--- config.mk ---
export PLATFORM = sky130hd
export DESIGN_NAME = regfile_wb_arbiter_flat
export DESIGN_NICKNAME = d
export VERILOG_FILES = /design/src/rtl/regfile_wb_arbiter_pkg.sv /design/src/rtl/regfile_wb_arbiter_if.sv /design/src/rtl/regfile_wb_arbiter_rr_arbiter2.sv /design/src/rtl/regfile_wb_arbiter.sv /design/src/flat_wrapper.sv
export SDC_FILE = /design/constraint.sdc
export NUM_CORES = 1
export LEC_CHECK = 0
export CAP_MARGIN = 10
export CELL_PAD_IN_SITES_DETAIL_PLACEMENT = 1
export CELL_PAD_IN_SITES_GLOBAL_PLACEMENT = 2
export CORE_MARGIN = 10
export CORE_UTILIZATION = 23
export DETAILED_ROUTE_END_ITERATION = 8
export PLACE_DENSITY = 0.95
export SYNTH_ARGS = -nofsm -noshare
export SYNTH_HDL_FRONTEND = slang
export SYNTH_SLANG_ARGS = --single-unit
export TNS_END_PERCENT = 30
--- constraint.sdc ---
create_clock -name clk -period 5.6 [get_ports clk]
set_input_delay 1.12 -clock clk [delete_from_list [all_inputs] [get_ports clk]]
set_output_delay 1.12 -clock clk [all_outputs]
set_load 0.01 [all_outputs]
--- src/rtl/regfile_wb_arbiter_pkg.sv ---
// Shared constants and request type for the register-file writeback arbiter.
package riscv_wb_pkg;

  localparam int NUM_WB_PORTS = 2;
  localparam int PORT_ALU     = 0;
  localparam int PORT_MEM     = 1;
  localparam int ZERO_REG     = 0;
  localparam int WB_DATA_W    = 32;
  localparam int WB_ADDR_W    = 5;

  typedef struct packed {
    logic [WB_ADDR_W-1:0] addr;
    logic [WB_DATA_W-1:0] data;
  } wb_req_t;

endpackage

--- src/rtl/regfile_wb_arbiter_if.sv ---
// Writeback bus between the two requesters, the arbiter and the register file.
interface regfile_wb_arbiter_if #(
  parameter int DATA_W = 32,
  parameter int ADDR_W = 5
);

  logic [1:0]             req_valid;
  logic [1:0]             req_ready;
  logic [1:0][ADDR_W-1:0] req_addr;
  logic [1:0][DATA_W-1:0] req_data;
  logic                   wr_en;
  logic [ADDR_W-1:0]      wr_addr;
  logic [DATA_W-1:0]      wr_data;
  logic                   busy;

  modport master (
    output req_valid, req_addr, req_data,
    input  req_ready, wr_en, wr_addr, wr_data, busy
  );

  modport slave (
    input  req_valid, req_addr, req_data,
    output req_ready, wr_en, wr_addr, wr_data, busy
  );

endinterface

--- src/rtl/regfile_wb_arbiter_rr_arbiter2.sv ---
// Two-way round-robin arbiter; force1_i hands the grant to port 1 regardless of history.
module rr_arbiter2
  import riscv_wb_pkg::*;
(
  input  logic                    clk,
  input  logic                    rst_n,
  input  logic [NUM_WB_PORTS-1:0] req_i,
  input  logic                    force1_i,
  output logic [NUM_WB_PORTS-1:0] grant_o
);

  logic last_grant_q;
  logic last_grant_d;

  always_comb begin
    grant_o      = '0;
    last_grant_d = last_grant_q;
    if (force1_i && req_i[PORT_MEM]) begin
      grant_o[PORT_MEM] = 1'b1;
    end else if (&req_i) begin
      if (last_grant_q) grant_o[PORT_ALU] = 1'b1;
      else              grant_o[PORT_MEM] = 1'b1;
    end else begin
      grant_o = req_i;
    end
    if (grant_o[PORT_MEM])      last_grant_d = 1'b1;
    else if (grant_o[PORT_ALU]) last_grant_d = 1'b0;
  end

  // Resetting to 1 gives port 0 the first contended grant.
  always_ff @(posedge clk or negedge rst_n) begin
    if (!rst_n) last_grant_q <= 1'b1;
    else        last_grant_q <= last_grant_d;
  end

endmodule

--- src/rtl/regfile_wb_arbiter.sv ---
// Writeback arbiter feeding the register-file write port from the ALU and MEM stages.
// Optional decode forwarding taps are built when RF_WB_BYPASS_EN is defined.
module regfile_wb_arbiter
  import riscv_wb_pkg::*;
#(
  parameter int DATA_W = WB_DATA_W,
  parameter int ADDR_W = WB_ADDR_W
) (
  input  logic                 clk,
  input  logic                 rst_n,
  regfile_wb_arbiter_if.slave  bus
`ifdef RF_WB_BYPASS_EN
  ,
  input  logic [ADDR_W-1:0]    byp_addr1,
  input  logic [ADDR_W-1:0]    byp_addr2,
  output logic                 byp_hit1,
  output logic                 byp_hit2,
  output logic [DATA_W-1:0]    byp_data
`endif
);

  logic [NUM_WB_PORTS-1:0] nz_valid;
  logic [NUM_WB_PORTS-1:0] zero_drop;
  logic [NUM_WB_PORTS-1:0] grant;
  logic                    same_addr;
  wb_req_t                 sel;

  logic              wr_en_q,   wr_en_d;
  logic [ADDR_W-1:0] wr_addr_q, wr_addr_d;
  logic [DATA_W-1:0] wr_data_q, wr_data_d;

  // Writes to x0 are acknowledged immediately and never compete for the port.
  always_comb begin
    for (int p = 0; p < NUM_WB_PORTS; p++) begin
      zero_drop[p] = bus.req_valid[p] && (bus.req_addr[p] == ADDR_W'(ZERO_REG));
      nz_valid[p]  = bus.req_valid[p] && (bus.req_addr[p] != ADDR_W'(ZERO_REG));
    end
  end

  // MEM is older in program order, so it must land first when both target one register.
  assign same_addr = (&nz_valid) && (bus.req_addr[PORT_ALU] == bus.req_addr[PORT_MEM]);

  rr_arbiter2 u_arb (
    .clk      (clk),
    .rst_n    (rst_n),
    .req_i    (nz_valid),
    .force1_i (same_addr),
    .grant_o  (grant)
  );

  assign bus.req_ready = rst_n ? (grant | zero_drop) : '0;
  assign bus.busy      = rst_n && (|(nz_valid & ~grant));

  always_comb begin
    sel.addr  = bus.req_addr[PORT_ALU];
    sel.data  = bus.req_data[PORT_ALU];
    if (grant[PORT_MEM]) begin
      sel.addr = bus.req_addr[PORT_MEM];
      sel.data = bus.req_data[PORT_MEM];
    end
    wr_en_d   = |grant;
    wr_addr_d = wr_addr_q;
    wr_data_d = wr_data_q;
    if (|grant) begin
      wr_addr_d = sel.addr;
      wr_data_d = sel.data;
    end
  end

  always_ff @(posedge clk or negedge rst_n) begin
    if (!rst_n) begin
      wr_en_q   <= 1'b0;
      wr_addr_q <= '0;
      wr_data_q <= '0;
    end else begin
      wr_en_q   <= wr_en_d;
      wr_addr_q <= wr_addr_d;
      wr_data_q <= wr_data_d;
    end
  end

  assign bus.wr_en   = wr_en_q;
  assign bus.wr_addr = wr_addr_q;
  assign bus.wr_data = wr_data_q;

`ifdef RF_WB_BYPASS_EN
  assign byp_hit1 = wr_en_q && (wr_addr_q != ADDR_W'(ZERO_REG)) && (wr_addr_q == byp_addr1);
  assign byp_hit2 = wr_en_q && (wr_addr_q != ADDR_W'(ZERO_REG)) && (wr_addr_q == byp_addr2);
  assign byp_data = rst_n ? wr_data_q : '0;
`endif

endmodule

--- src/flat_wrapper.sv ---
// flat-port wrapper written by rule: the top's interface ports become plain ports
module regfile_wb_arbiter_flat import riscv_wb_pkg::*;
#(
  parameter int DATA_W = WB_DATA_W,
  parameter int ADDR_W = WB_ADDR_W
)
  (clk, rst_n, bus_req_valid, bus_req_addr, bus_req_data, bus_req_ready, bus_wr_en, bus_wr_addr, bus_wr_data, bus_busy);
  regfile_wb_arbiter_if #(.DATA_W(DATA_W), .ADDR_W(ADDR_W)) bus_i ();
  input  logic clk;
  input  logic rst_n;
  input wire logic [$bits(bus_i.req_valid)-1:0] bus_req_valid;
  input wire logic [$bits(bus_i.req_addr)-1:0] bus_req_addr;
  input wire logic [$bits(bus_i.req_data)-1:0] bus_req_data;
  output wire logic [$bits(bus_i.req_ready)-1:0] bus_req_ready;
  output wire logic [$bits(bus_i.wr_en)-1:0] bus_wr_en;
  output wire logic [$bits(bus_i.wr_addr)-1:0] bus_wr_addr;
  output wire logic [$bits(bus_i.wr_data)-1:0] bus_wr_data;
  output wire logic [$bits(bus_i.busy)-1:0] bus_busy;
  assign bus_i.req_valid = bus_req_valid;
  assign bus_i.req_addr = bus_req_addr;
  assign bus_i.req_data = bus_req_data;
  assign bus_req_ready = bus_i.req_ready;
  assign bus_wr_en = bus_i.wr_en;
  assign bus_wr_addr = bus_i.wr_addr;
  assign bus_wr_data = bus_i.wr_data;
  assign bus_busy = bus_i.busy;
  regfile_wb_arbiter #(.DATA_W(DATA_W), .ADDR_W(ADDR_W)) u_core (.clk(clk), .rst_n(rst_n), .bus(bus_i));
endmodule
# Word level (Yosys, flattened, before mapping)
# Cells that the tools add are included.
# totals
regBits,39
input_bits,78
output_inout_bits,41
word_cells,32
# classes
n_eq_ne,1
n_mux,9
bitwise_logic,3
reduce_logical,15
# op_table
operator,count
37-bit two-way mux,1
5-bit zero test,2
5-bit nonzero test,2
1-bit logical AND,7
1-bit two-way mux,6
5-bit == test,1
2-bit two-way mux,2
2-bit OR reduction,2
2-bit AND,1
2-bit inverter,1
2-bit bitwise OR,1
2-bit AND reduction,1
2-bit nonzero test,1

# Depth between registers and ports, before layout
# logic_depth
depth_word,10
mapped_depth,7
ltp_nobuf,5

# Modules after synthesis
# Synthesis repeated with hierarchy kept, for this count alone.
# hier_totals
cells_unflattened,193
area_unflattened_um2,1925.6
# by_module_without_submodules
module,n_inst,cells_per_inst,area_per_inst_um2,seq_area_each_um2
regfile_wb_arbiter,1,186,1853.0,950.9
rr_arbiter2,1,7,72.6,26.3

# Worst setup path after synthesis
# Ideal clock, no wire load.
# synth_timing
path_kind,input -> output
startpoint,input port bus_req_addr[2]
endpoint,output port bus_req_ready[1]
arrival_time_ps,2316
required_ps,4480
slack_ps,2164
stages,5
n_path_buf,0
path_cell_list,or4_1 > or2_1 > and2_4 > o211ai_1 > and3_1
# synth_between
elab_chain_cells,8
elab_cells_between_ends,10
cone_classes,eq/ne: 1; mux: 3; bitwise: 1; reduce/logical: 5
# synth_rtl
element,line,rtl
start: declaration,flat_wrapper.sv:12,input wire logic [$bits(bus_i.req_addr)-1:0] bus_req_addr;
5-bit nonzero test,regfile_wb_arbiter.sv:36,nz_valid[p] = bus.req_valid[p] && (bus.req_addr[p] != ADDR_W'(ZERO_REG));
1-bit logical AND,regfile_wb_arbiter.sv:36,
2-bit AND reduction,"regfile_wb_arbiter_rr_arbiter2.sv:20, regfile_wb_arbiter.sv:41",
1-bit logical AND,regfile_wb_arbiter.sv:41,assign same_addr = (&nz_valid) && (bus.req_addr[PORT_ALU] == bus.req_addr[PORT_MEM]);
1-bit logical AND,regfile_wb_arbiter_rr_arbiter2.sv:18,if (force1_i && req_i[PORT_MEM]) begin
1-bit two-way mux *,regfile_wb_arbiter_rr_arbiter2.sv:18,
2-bit bitwise OR *,regfile_wb_arbiter.sv:51,assign bus.req_ready = rst_n ? (grant | zero_drop) : '0;
2-bit two-way mux *,regfile_wb_arbiter.sv:51,
end: declaration,flat_wrapper.sv:14,output wire logic [$bits(bus_i.req_ready)-1:0] bus_req_ready;
# Every way passes the cells marked *; elsewhere a longest branch is shown, timed or not.

# Worst setup path in the final report
# Same ends and word-level chain as after synthesis.

==> flow_metrics.env <==
export IMPL_regArea_um2=977.2
export IMPL_dp_hpwl_um=5807
export IMPL_num_rows=33
export IMPL_fillers=892
export IMPL_path_class="in -> out"
export IMPL_clock_path_buffers=2
export IMPL_cts_buffers=5
export IMPL_crit_arrival_ns=3.39
export IMPL_cp_cell_sequence="clkdlybuf4s50_1 -> or4_1 -> or2_1 -> and2_4 -> o211ai_1 -> and3_1 -> clkdlybuf4s50_1"
export IMPL_critPathRequiredTime_ns=4.48
export IMPL_final_cells=379
export IMPL_cp_slowest_cell="or4_1"
export IMPL_finalWorstSetupSlack_ns=1.094
export IMPL_dpl_cell_area_um2=3159
export IMPL_start_util=0.2352
export IMPL_ctsHoldBuffers=0
export IMPL_multi_input_area_um2=855.8
export IMPL_seq_area_frac_synth=0.5081
export IMPL_io_pins=119
export IMPL_first_global_vias=2048
export IMPL_firstDrtPassIters=4
export IMPL_fp_dieW_um=111.4
export IMPL_fmax_mhz=221.9
export IMPL_status="finished, final reports clean"
export IMPL_tightestPinTransition_ns=0.8184
export IMPL_post_cts_buffers=0
export IMPL_cp_max_fo=4
export IMPL_synth_top_area_frac=0.4945
export IMPL_syn_nets=234
export IMPL_ys_ff_latch=39
export IMPL_path_clk_slew_ns=0.08
export IMPL_grt_ovfl_total=0
export IMPL_async_flop_share=1.000
export IMPL_power_density_nw_per_um2=244.4
export IMPL_yosysWarnings=0
export IMPL_core_area_um2=8175
export IMPL_num_vias=1801
export IMPL_timing_final_crit_period_ns=4.506
export IMPL_synth_area_leaders="dfrtp_1 (49%), o221a_1 (9.4%), o221a_2 (9.4%), or2_1 (5.5%), or2_0 (5.2%)"
export IMPL_final_area_um2=3241
export IMPL_die_h_um=111.4
export IMPL_antenna_left=0
export IMPL_synthCells=156
export IMPL_cpMostUsedCell="clkdlybuf4s50_1"
export IMPL_drive_gt1_frac=0.1204
export IMPL_rsz0062_at_grt="no"
export IMPL_fin_nets=351
export IMPL_die_area_um2=12420
export IMPL_leakagePower_nw=1.213
export IMPL_holdCritPathClass="reg -> reg"
export IMPL_synth_avg_cell_area_um2=12.33
export IMPL_finClkSkew_ns=0.006227
export IMPL_setup_worst_path_end_class="primary output"
export IMPL_antenna_cells=0
export IMPL_dp_cells=371
export IMPL_cts_resized=0
export IMPL_relSlewSlack=0.4543
export IMPL_clkSinkCount=39
export IMPL_grt_max_degree=39
export IMPL_wire_per_inst_um=19.72
export IMPL_hold_violations=0
export IMPL_fin_tns_setup_ns=0
export IMPL_wl_um=7475
export IMPL_area_delta_synth_final_pct=68.51
export IMPL_ys_types=29
export IMPL_place_ws_ns=1.083
export IMPL_cts_tree="done"
export IMPL_synthesis_area_um2=1923
export IMPL_setup_violations=0
export IMPL_grt_use_total=0.1156
export IMPL_drt_initial_drc_count=65
export IMPL_cts_max_level=2
export IMPL_grt_pass1_wl_um=12010
export IMPL_timing_final_crit_share=0.8046
export IMPL_cpLargestDelayFamily="simple AND/OR/NAND/NOR gates"
export IMPL_path_buf_inv=2
export IMPL_gp_congestion=0.7318
export IMPL_synth_ff_type="dfrtp_1"
export IMPL_maxCapViolCount=0
export IMPL_port_buffers=118
export IMPL_drv_slew=0
export IMPL_slowest_delay_ns=0.58
export IMPL_route_detailed_drc=0
export IMPL_start_kind="input port"
export IMPL_finish_utilization=0.3964
export IMPL_clock_latency_ns=0.29
export IMPL_ir_worst_vdd_uv=88.40
export IMPL_synth_edf_count=0
export IMPL_vias_per_cell=4.752
export IMPL_synth_top_area_cell="dfrtp_1"
export IMPL_antenna_found_initial=0
export IMPL_cts_root_buf="clkbuf_8"
==> through the flow <==
| stage | total power [W] | hold slack, ns |
|---|---|---|
| final | 0.0007921 | 0.5449 |
| after global placement | 0.0006066 | 0.5191 |
| after CTS | 0.0008111 | 0.5447 |
| after global routing | 0.0008405 | 0.5752 |
| after detailed placement | 0.0006138 | 0.5278 |
| after floorplan | 0.0004472 | 0.4783 |
==> placed cells by master (no fill, tap or decap), types with 3 or more instances in the layout <==
cell type | netlist | final
clkdlybuf4s50_1 | 0 | 117
dfrtp_1 | 38 | 38
or2_1 | 17 | 17
or2_0 | 16 | 16
o221a_2 | 16 | 16
o221a_1 | 16 | 16
o21ai_1 | 6 | 6
xor2_1 | 5 | 5
mux2i_1 | 5 | 5
nand3_1 | 5 | 5
clkbuf_8 | 0 | 5
a21oi_1 | 3 | 3
==> synth_stat cells, types with 2 or more instances <==
| master | number |
|---|---|
| a21oi_1 | 3 |
| and3_1 | 2 |
| buf_2 | 3 |
| buf_6 | 6 |
| dfrtp_1 | 38 |
| mux2i_1 | 5 |
| nand2_2 | 2 |
| nand3_1 | 5 |
| nor2_1 | 2 |
| o21ai_1 | 6 |
| o221a_1 | 16 |
| o221a_2 | 16 |
| or2_0 | 16 |
| or2_1 | 17 |
| xor2_1 | 5 |
==> kinds of logic (layout without fill, tap and decap cells) <==
logic type,Yosys count,in the layout,share of synthesized area
and+or+nand+nor,49,49,0.1561
xor gates and xnor gates,5,5,0.02277
AOI/OAI and AO/OA,47,47,0.2401
buffers and inverters,11,129,0.04684
muxes,5,5,0.02603
DFF,39,39,0.5081
==> metal layers <==
metal / wire length, um / vias up / share of wire / track usage
li1: - / 827 / - / -
met1: 3230 / 888 / 0.43 / 0.1377
met2: 3622 / 84 / 0.48 / 0.1923
met4: 17 / 0 / 0.0023 / 0.02057
met5: 0 / - / 0 / 0
met3: 606 / 2 / 0.081 / 0.04831
==> sequential cells by signal (all words and copies together), names as in the netlist <==
register,cells
u_core.u_arb.last_grant_q,1
u_core.bus.wr_addr,5
u_core.bus.wr_en,1
u_core.bus.wr_data,32
==> worst reg2reg max path, stage by stage (launching register included) <==
cell and delay [ns]:
dfstp_2 0.52, inv_1 0.06, a21oi_1 0.35, o21ai_2 0.32, buf_4 0.32, o221a_2 0.29
==> area by class of cell <==
type	count	share of cell area
clock buffer	7	0.02355
timing repair buffer	120	0.3676
inverter	1	0.001158
tap	105	0.04054
sequential	39	0.3015
multi-input combinational	106	0.2641
clock inverter	1	0.001544
==> path summary, 6_finish.rpt <==
| kind | depth (start not counted) | start | slack [ns] | to |
|---|---|---|---|---|
| max | 7 | bus_req_addr[2] | 1.09 | bus_req_ready[1] |
| min | 2 | u_core.u_arb.last_grant_q$_DFFE_PN1P_ | 0.54 | u_core.u_arb.last_grant_q$_DFFE_PN1P_ |
| max reg2reg | 5 | u_core.u_arb.last_grant_q$_DFFE_PN1P_ | 3.62 | u_core.bus.wr_data[29]$_DFFE_PN0P_ |
| min reg2reg | 2 | u_core.u_arb.last_grant_q$_DFFE_PN1P_ | 0.54 | u_core.u_arb.last_grant_q$_DFFE_PN1P_ |
| max in group asynchronous | 2 | rst_n | 4.10 | u_core.bus.wr_data[17]$_DFFE_PN0P_ |
| min in group asynchronous | 1 | rst_n | 0.82 | u_core.bus.wr_data[25]$_DFFE_PN0P_ |
==> power breakdown <==
part / total [W] / internal [W] / switching (W)
clock: 0.000190 / 0.0000877 / 0.000102
combinational: 0.000263 / 0.000158 / 0.000105
sequential: 0.000340 / 0.000321 / 0.0000191
No activity file was read; power rests on OpenSTA's default activity.
